[src/rtl/regfile_writeback_pkg.sv]
// Shared constants and types for the register-file write-back controller.
package regfile_writeback_pkg;

  // Datapath word width of the register file.
  localparam int WORD = 32;

  // Nominal clock period used by simulation models.
  localparam int CYCLE = 10;

  // Architectural register 0 is hardwired to zero.
  localparam logic [4:0] REG_ZERO = 5'd0;

  // One pending write-back: destination register and its result value.
  typedef struct packed {
    logic [4:0]      dest;
    logic [WORD-1:0] data;
  } wb_entry_t;

endpackage

[src/rtl/writeback_queue.sv]
// In-order circular buffer of pending write-backs.
// Exposes every slot together with its valid flag and age (distance from the head),
// so the parent can run a youngest-match search for forwarding.
module writeback_queue
  import regfile_writeback_pkg::*;
#(
  parameter int DEPTH = 4,
  localparam int PW = $clog2(DEPTH)
) (
  input  logic                       clk,
  input  logic                       reset,
  input  logic                       i_push,
  input  wb_entry_t                  i_push_entry,
  input  logic                       i_pop,
  output logic [PW:0]                o_count,
  output wb_entry_t                  o_head,
  output wb_entry_t [DEPTH-1:0]      o_entries,
  output logic [DEPTH-1:0]           o_valid,
  output logic [DEPTH-1:0][PW-1:0]   o_age
);

  wb_entry_t [DEPTH-1:0] r_mem;
  logic [PW-1:0]         r_rd_ptr;
  logic [PW-1:0]         r_wr_ptr;
  logic [PW:0]           r_count;

  // Storage, pointers and occupancy; push and pop may happen on the same edge.
  always_ff @(posedge clk or posedge reset) begin
    if (reset) begin
      r_mem    <= '0;
      r_rd_ptr <= '0;
      r_wr_ptr <= '0;
      r_count  <= '0;
    end else begin
      if (i_push) begin
        r_mem[r_wr_ptr] <= i_push_entry;
        r_wr_ptr        <= r_wr_ptr + 1'b1;
      end
      if (i_pop) begin
        r_rd_ptr <= r_rd_ptr + 1'b1;
      end
      case ({i_push, i_pop})
        2'b10:   r_count <= r_count + 1'b1;
        2'b01:   r_count <= r_count - 1'b1;
        default: r_count <= r_count;
      endcase
    end
  end

  // Age of each slot relative to the head; a slot is live when its age is below count.
  always_comb begin
    o_age   = '0;
    o_valid = '0;
    for (int i = 0; i < DEPTH; i++) begin
      o_age[i]   = PW'(i) - r_rd_ptr;
      o_valid[i] = ({1'b0, o_age[i]} < r_count);
    end
  end

  assign o_count   = r_count;
  assign o_head    = r_mem[r_rd_ptr];
  assign o_entries = r_mem;

endmodule

[src/rtl/regfile_writeback.sv]
// Write-back controller owning the register file's single write port.
// Accepts results over valid/ready, drops writes to register 0, retires the queue
// head whenever the port is free, and forwards the youngest pending value per query.
module regfile_writeback
  import regfile_writeback_pkg::*;
#(
  parameter int DEPTH = 4,
  localparam int PW = $clog2(DEPTH)
) (
  input  logic            clk,
  input  logic            reset,
  input  logic            in_valid,
  output logic            in_ready,
  input  logic [4:0]      in_dest,
  input  logic [WORD-1:0] in_data,
  input  logic            stall,
  output logic            write,
  output logic [4:0]      address_dest,
  output logic [WORD-1:0] write_data,
  input  logic [4:0]      query_A,
  input  logic [4:0]      query_B,
  output logic            fwd_hit_A,
  output logic            fwd_hit_B,
  output logic [WORD-1:0] fwd_data_A,
  output logic [WORD-1:0] fwd_data_B
);

  logic [PW:0]              w_count;
  wb_entry_t                w_head;
  wb_entry_t [DEPTH-1:0]    w_entries;
  logic [DEPTH-1:0]         w_valid;
  logic [DEPTH-1:0][PW-1:0] w_age;
  logic                     w_push;
  logic                     w_pop;
  wb_entry_t                w_push_entry;

  // Youngest live entry whose destination matches the query; register 0 never hits.
  function automatic logic [WORD:0] fwd_search(
    input logic [4:0]               query,
    input wb_entry_t [DEPTH-1:0]    entries,
    input logic [DEPTH-1:0]         valid,
    input logic [DEPTH-1:0][PW-1:0] age
  );
    logic            hit;
    logic [PW-1:0]   best_age;
    logic [WORD-1:0] data;
    hit      = 1'b0;
    best_age = '0;
    data     = '0;
    for (int i = 0; i < DEPTH; i++) begin
      if (valid[i] && (entries[i].dest == query) && (query != REG_ZERO) &&
          (!hit || (age[i] > best_age))) begin
        hit      = 1'b1;
        best_age = age[i];
        data     = entries[i].data;
      end
    end
    return {hit, data};
  endfunction

  assign in_ready           = !reset && (w_count < (PW+1)'(DEPTH));
  assign w_push             = in_valid && in_ready && (in_dest != REG_ZERO);
  assign w_push_entry.dest  = in_dest;
  assign w_push_entry.data  = in_data;
  assign w_pop              = write;

  writeback_queue #(.DEPTH(DEPTH)) u_queue (
    .clk          (clk),
    .reset        (reset),
    .i_push       (w_push),
    .i_push_entry (w_push_entry),
    .i_pop        (w_pop),
    .o_count      (w_count),
    .o_head       (w_head),
    .o_entries    (w_entries),
    .o_valid      (w_valid),
    .o_age        (w_age)
  );

  // Head entry drives the regfile port whenever it exists and the port is free.
  always_comb begin
    write        = 1'b0;
    address_dest = 5'd0;
    write_data   = '0;
    if ((w_count != '0) && !stall) begin
      write        = 1'b1;
      address_dest = w_head.dest;
      write_data   = w_head.data;
    end else begin
      write        = 1'b0;
      address_dest = 5'd0;
      write_data   = '0;
    end
  end

  // Two independent forwarding lookups over the queued entries.
  always_comb begin
    {fwd_hit_A, fwd_data_A} = fwd_search(query_A, w_entries, w_valid, w_age);
    {fwd_hit_B, fwd_data_B} = fwd_search(query_B, w_entries, w_valid, w_age);
  end

endmodule

[config.mk]
export PLATFORM = sky130hd
export DESIGN_NAME = regfile_writeback
export DESIGN_NICKNAME = d
export VERILOG_FILES = /design/src/rtl/regfile_writeback_pkg.sv /design/src/rtl/writeback_queue.sv /design/src/rtl/regfile_writeback.sv
export SDC_FILE = /design/constraint.sdc
export NUM_CORES = 1
export LEC_CHECK = 0
export CAP_MARGIN = 20
export CORE_MARGIN = 2
export CORE_UTILIZATION = 45
export DETAILED_ROUTE_END_ITERATION = 16
export PLACE_DENSITY_LB_ADDON = 0.1
export SKIP_CTS_REPAIR_TIMING = 1
export SLEW_MARGIN = 0
export SYNTH_ARGS = -nofsm -noshare
export SYNTH_HDL_FRONTEND = slang
export SYNTH_SLANG_ARGS = --single-unit
[constraint.sdc]
create_clock -name clk -period 11.6 [get_ports clk]
set_input_delay 2.32 -clock clk [delete_from_list [all_inputs] [get_ports clk]]
set_output_delay 2.32 -clock clk [all_outputs]
set_load 0.05 [all_outputs]
**Word-level counts from Yosys, hierarchy flattened**

Cells that the tools add are included.
W data, S select, Z words.

- $add $sub $neg: 8
- $mul: 0
- Div/mod/pow operators: 0
- Magnitude comparators: 14
- Eq/ne operators: 10
- Shifts and indexed selects: 0
- Multiplexer cells: 31
- Bitwise gates (word level): 0
- Reduce and logical (&&, ||, !) cells: 46

Operators with widths:

| cell | count |
|---|---|
| $mux W32 | 9 |
| $bwmux W148 | 1 |
| $bmux W37 S2 | 1 |
| $demux W37 S2 | 1 |
| $mux W37 | 2 |
| $eq A5 B5 Y1 | 8 |
| $logic_and A1 B1 Y1 | 27 |
| $reduce_bool A5 Y1 | 3 |
| $gt A2 B2 Y1 | 6 |
| $lt A2 B3 Y1 | 4 |
| $mux W2 | 6 |
| $mux W1 | 9 |
| $logic_not A1 Y1 | 8 |
| $logic_or A1 B1 Y1 | 6 |
| $lt A2 B3 Y1 const B | 2 |
| $pmux W3 S2 | 1 |
| $mux W5 | 1 |
| $add A2 B1 Y2 const B | 2 |
| $sub A1 B2 Y2 const A | 2 |
| $sub A2 B2 Y2 const A | 2 |
| $add A3 B1 Y3 const B | 1 |
| $lt A3 B3 Y1 const B | 1 |
| $reduce_bool A3 Y1 | 1 |
| $sub A3 B1 Y3 const B | 1 |
| 4 further kinds | 4 |

- Register bits: 155
- Latch bits: 0
- Memory bits (writable): 0
- Memory bits (read-only): 0
- Input bits: 51
- Output and inout port bits: 105
- Logic and storage cells: 120
- Memories: 0

**Depth between registers and ports, before layout**

- Depth after elaboration: 17
- Gate-level depth with buffers: 28

**Hierarchy**

From an unflattened synthesis, not the netlist that was laid out.

- Cell total of the unflattened synthesis: 898
- Area total of the unflattened synthesis: 10,882.9 um2

Modules (own cells, without submodules):

| module | instances | cells an instance | area an instance (um2) |
|---|---|---|---|
| writeback_queue | 1 | 410 | 7,573.5 |
| regfile_writeback | 1 | 488 | 3,309.4 |

**Worst setup path before layout**

No wires, ideal clock.

- Path kind: input to output
- Start: input query_A[0]
- End: output fwd_data_A[10]
- Arrival: 7,821 ps
- Required time: 9,280 ps
- Path slack: 1,459 ps
- Stages on the path: 23
- Path through: clkbuf_1 -> nor3_1 -> and2_1 -> nor4_2 -> a21boi_1 -> clkbuf_1 -> mux2_2 -> ha_1 -> nand2_1 -> o21ai_0 -> nor2b_1 -> a221oi_1 -> clkbuf_1 -> o21ai_0 -> nand2_1 -> ha_1 -> nor2b_1 -> o21ai_0 -> o31ai_1 -> and2_0 -> clkbuf_1 -> clkbuf_1 -> o31ai_1

- Cells in the longest elaborated chain, start to end: 16
- Elaborated cells on any way between the ends: 35
- Classes of those cells: 3 x order compare; 4 x eq/ne; 10 x mux; 18 x reduce/logical

RTL lines:

| element | RTL line | text |
|---|---|---|
| start: declaration | regfile_writeback.sv:20 | `input logic [4:0] query_A,` |
| $eq A5 B5 Y1 | regfile_writeback.sv:51 | `if (valid[i] && (entries[i].dest == query) && (query != REG_ZERO) &&` |
| $logic_and A1 B1 Y1 (2 in a row) | regfile_writeback.sv:51 |  |
| $mux W2 / $mux W1 (equally long branches) | regfile_writeback.sv:51 |  |
| $gt A2 B2 Y1 / $logic_not A1 Y1 (equally long branches) | regfile_writeback.sv:52 | `(!hit \|\| (age[i] > best_age))) begin` |
| $logic_or A1 B1 Y1 | regfile_writeback.sv:52 |  |
| $logic_and A1 B1 Y1 | regfile_writeback.sv:51 |  |
| $mux W2 / $mux W1 (equally long branches) | regfile_writeback.sv:51 |  |
| $gt A2 B2 Y1 / $logic_not A1 Y1 (equally long branches) | regfile_writeback.sv:52 |  |
| $logic_or A1 B1 Y1 | regfile_writeback.sv:52 |  |
| $logic_and A1 B1 Y1 | regfile_writeback.sv:51 |  |
| $mux W2 / $mux W1 (equally long branches) | regfile_writeback.sv:51 |  |
| $gt A2 B2 Y1 / $logic_not A1 Y1 (equally long branches) | regfile_writeback.sv:52 |  |
| $logic_or A1 B1 Y1 | regfile_writeback.sv:52 |  |
| $logic_and A1 B1 Y1 | regfile_writeback.sv:51 |  |
| $mux W32 * | regfile_writeback.sv:51 |  |
| end: declaration | regfile_writeback.sv:24 | `output logic [WORD-1:0] fwd_data_A,` |

Every way passes the cells marked *; elsewhere a longest branch is shown, timed or not.

**Worst setup path in the final report**

- Start: input query_B[3]
- End: output fwd_data_B[13]

- Cells in the longest elaborated chain, start to end: 16
- Elaborated cells on any way between the ends: 35
- Classes of those cells: 3 x order compare; 4 x eq/ne; 10 x mux; 18 x reduce/logical

RTL lines:

| element | RTL line | text |
|---|---|---|
| start: declaration | regfile_writeback.sv:21 | `input logic [4:0] query_B,` |
| $eq A5 B5 Y1 | regfile_writeback.sv:51 |  |
| $logic_and A1 B1 Y1 (2 in a row) | regfile_writeback.sv:51 |  |
| $mux W2 / $mux W1 (equally long branches) | regfile_writeback.sv:51 |  |
| $gt A2 B2 Y1 / $logic_not A1 Y1 (equally long branches) | regfile_writeback.sv:52 |  |
| $logic_or A1 B1 Y1 | regfile_writeback.sv:52 |  |
| $logic_and A1 B1 Y1 | regfile_writeback.sv:51 |  |
| $mux W2 / $mux W1 (equally long branches) | regfile_writeback.sv:51 |  |
| $gt A2 B2 Y1 / $logic_not A1 Y1 (equally long branches) | regfile_writeback.sv:52 |  |
| $logic_or A1 B1 Y1 | regfile_writeback.sv:52 |  |
| $logic_and A1 B1 Y1 | regfile_writeback.sv:51 |  |
| $mux W2 / $mux W1 (equally long branches) | regfile_writeback.sv:51 |  |
| $gt A2 B2 Y1 / $logic_not A1 Y1 (equally long branches) | regfile_writeback.sv:52 |  |
| $logic_or A1 B1 Y1 | regfile_writeback.sv:52 |  |
| $logic_and A1 B1 Y1 | regfile_writeback.sv:51 |  |
| $mux W32 * | regfile_writeback.sv:51 |  |
| end: declaration | regfile_writeback.sv:25 | `output logic [WORD-1:0] fwd_data_B` |

Marked as above.

==> results.md <==
Run status:
- The run finished with clean final reports.

Hold path:
- Along the worst hold path, the cell count comes to 1.
- The kind of path behind the tightest hold check is reg2reg.
- The worst-case hold path end point is u_queue.o_entries[47].
- In this run the most critical hold path is launched from u_queue.o_entries[47].

Worst setup path:
- The worst setup path is captured at a primary output.
- On the worst path, the slowest cell contributes a delay of 0.75 ns.
- Together, buffers and inverters on the worst path number 6.
- STA classifies the critical path startpoint as an input port.
- Among the stages of the critical path, the cell type that occurs most often is buf_4.
- Setup slack on the worst reg-to-reg path comes out at 8.68 ns.
- The slowest cell on the critical path is a21oi_4.
- Of all nets on the critical path, the largest fanout is 34.
- STA puts the critical path data arrival time at 8.57 ns.
- For the worst flop-to-flop path, the logic depth is 6.
- In this run the critical register-to-register path is launched from u_queue.o_count[2].
- The critical path goes through clkdlybuf4s50_1 > xnor2_1 > nand3_1 > a2111oi_4 > buf_4 > nand2_1 > o2bb2ai_1 > inv_1 > ha_1 > nor2b_1 > a2bb2oi_1 > a21oi_4 > a211o_1 > buf_4 > a21oi_1 > a31oi_1 > ha_1 > nand2_1 > o21ai_0 > a21oi_4 > buf_4 > mux2_2 > buf_12.
- The endpoint of the worst-slack reg-to-reg timing path is u_queue.o_entries[100].
- The path type of the worst setup path is in2out.
- For the worst setup path, the data required time is 9.28 ns.
- The kind of cell with the highest combined delay on the critical path is compound AO/OA/AOI/OAI gates.

Place:
- The count of buffers added on input and output ports is 155.
- Once detailed placement completed, the half-perimeter wirelength came to 20,500 µm.
- The worst slack after detailed placement is 0.774 ns.
- The weighted congestion at the end of routability-driven global placement is 0.856.

Synth:
- Counting instances in the post-synthesis netlist gives the leading cell types as 172 x mux2_2, 155 x dfrtp_1, 72 x clkbuf_1.
- After synthesis, the cell types taking the most area are dfrtp_1 37%, mux2_2 19%, mux4_2 8.0%.
- Averaged over all synthesized cells, the footprint is 11.2 µm².
- The number of warnings reported in the yosys synthesis log is 0.
- The biggest area consumer among synthesized cells is dfrtp_1.
- Counting flops with a built-in enable in the synthesized netlist gives 0.
- In this run, synthesis produced a sequential element count of 155.
- The synthesized design devotes to its leading area cell type 37.2% of total area.
- In the post-synthesis netlist, the cell with the most instances is mux2_2.
- The most common flop cell mapped by yosys is dfrtp_1.
- The share of synthesized registers carrying an async set or reset is 100%.
- Synthesis produced a netlist whose cell count is 934.
- Synthesis instantiated 55 different standard cells from the library.
- The cell area after synthesis is 10,400 µm².
- The number of nets in the synthesized netlist is 1,004.
- Sequential cells were found to cover 37.2% of the synthesized design area.

STA:
- The final critical-path setup slack is 0.714 ns.
- The minimum period implied by the final worst setup slack is 10.89 ns.
- Measured against its own limit, the worst slew margin works out to 35.0%.
- The hold violation total from the final report is 0.
- The worst clock skew is 0.0100 ns.
- The final-layout worst hold slack is 0.557 ns.
- The transition at the pin with the smallest max-transition slack is 0.973 ns.
- The number of slew-limit violations in the final report is 0.
- The post-route fraction of the period consumed by the critical path is 93.8%.
- The number of failing setup endpoints in the final timing report is 0.
- Setup repair after global routing left no endpoint under its margin.
- The setup total negative slack is 0 ns.
- The maximum operating frequency is 91.9 MHz.

CTS:
- The maximum clock insertion buffer count is 2.
- After clock tree synthesis, the clock-pin slew on the worst setup and hold paths is 0.07 ns.
- The number of sinks driven by the clock tree is 155.
- The cell sitting at the root of the clock tree is a clkbuf_16.
- Buffers inserted during clock tree synthesis total 17.
- The number of H-tree levels is 4.
- The clock reaches the later pin of the worst-skew pair after 0.44 ns.
- The TritonCTS clock tree is done.

Route:
- The detailed-route via count is 8,844.
- The number of search-and-repair iterations in the first detailed-routing pass is 5.
- The number of DRC violations after detailed-routing iteration 0 is 898.
- Dividing the detail-routed wire length by the instance count gives 25.4 µm.
- Using the TritonRoute via totals, the vias-per-cell ratio works out to 6.60.
- The count of unresolved DRC violations after routing is 0.
- The routed wire length is 34,100 µm.
- The count of antenna-violating nets left after detailed routing is 0.

Layout:
- The area growth from synthesis to final layout is 29.9%.
- 0 antenna diodes ended up in the layout.
- In the final design database the tool counted 1,114 nets.
- In the final layout, the share of cells above drive strength 1 is 34.9%.

Global route:
- For this run the aggregate overflow at the end of global routing stands at 0.
- Across every metal layer, demand over resource in global routing totals 28.7%.
- The via count of the first global-routing pass is 9,088.
- Entering global routing, the biggest net connects 87 pins.
- The first-pass GRT wire length is 53,700 µm.
- The initial antenna violation count is 0.

Floorplan:
- During I/O placement, the number of pins put on the boundary was 156.
- The number of core rows is 55.
- The area of the die is 24,400 µm².
- In this run the vertical extent of the chip is 156 µm.
- The effective utilization at floorplan is 45.9%.
- The die is 156 µm wide.
- The total area inside the core boundary comes to 22,700 µm².

Job:
- Across the run, the number of max-cap violations was 0.

Pwr:
- Power spread over the standard cell area amounts to 313 nW/µm².
- The maximum VDD drop is 0.165 mV.
- The cell leakage power is 5.28 nW.
==> worst reg2reg max path, stage by stage (launching register included) <==
cell,delay (ns)
dfrtp_1,0.46
nor2_1,0.16
nand2_1,0.09
a21oi_1,0.70
nand2_2,0.61
buf_4,0.46
mux2_2,0.34
==> worst max path at each step <==
stage	endpoint	depth (start not counted)	slack (ns)	from
floorplan	fwd_data_A[10]	23	1.46	query_A[0]
finish	fwd_data_B[13]	23	0.71	query_B[3]
detailed placement	fwd_data_B[13]	23	0.77	query_B[3]
CTS	fwd_data_B[13]	23	0.75	query_B[3]
global placement	fwd_data_A[11]	24	0.89	query_A[3]
global route	fwd_data_B[13]	23	0.43	query_B[2]
==> flip-flops by register name (all words and copies together) (netlist names) <==
register and flops:
u_queue.r_wr_ptr 2, u_queue.o_count 3, u_queue.r_rd_ptr 2, u_queue.o_entries 148
==> kinds of logic (layout without fill, tap and decap cells) <==
logic type	after synthesis	after routing	share of synthesized area, %
AO/OA/AOI/OAI	195	195	14.8
XOR/XNOR	45	45	3.78
adder cells (fa/ha/maj)	19	19	2.35
buffers and inverters	108	230	4.26
flip-flops	155	155	37.2
multiplexers	221	221	28.2
AND/OR/NAND/NOR	191	191	9.35
==> per-stage QoR <==
| step | total power [mW] | utilization, % | std cells | cell area [µm²] |
|---|---|---|---|---|
| global route | 4.44 | 59.6 | 1341 | 13500 |
| detailed placement | 3.62 | 56.9 | 1310 | 12900 |
| floorplan | 2.68 | - | 934 | 10400 |
| finish | 4.24 | 59.6 | 1341 | 13500 |
| global placement | 3.59 | 56.9 | 1310 | 12900 |
| CTS | 4.24 | 59.6 | 1341 | 13500 |
==> cell usage in the layout (no fill, tap or decap), types with 7 or more instances in the layout <==
master and count:
mux2_2 172, o31ai_1 32, nor2b_1 42, buf_12 64, nor2_1 40, a221oi_1 32, o211ai_1 33, nand3_1 69
mux4_2 37, xnor2_1 30, ha_1 18, clkdlybuf4s50_1 91, mux2_4 10, xor2_1 15, nand2_1 14, dfrtp_1 153
buf_4 30, clkbuf_16 17, a31oi_1 33, a2111oi_0 32, o21ai_0 7, inv_1 11
==> layout make-up <==
type / count / area, µm²
repair buffers: 185 / 2420
inverters: 14 / 57.6
clock buffers: 18 / 439
clock inverters: 13 / 193
fillers: 1883 / 9170
multi-input cells: 671 / 6200
well taps: 285 / 357
flip-flops and latches: 155 / 3880
==> where the power goes <==
part	internal [mW]	total [mW]	switching (mW)	leakage, nW
clock	0.367	0.613	0.246	0.297
sequential	0.812	1.17	0.355	1.91
combinational	1.13	2.46	1.33	3.07
==> per-layer routing <==
metal	up-vias	global-route usage, %	part of all wire (%)
met5	-	0	0
met4	0	10.1	2.1
met3	60	5.28	8.5
met2	508	44.8	46
met1	4460	40.3	43
li1	3816	-	-
Power figures use the tool's default switching activity.
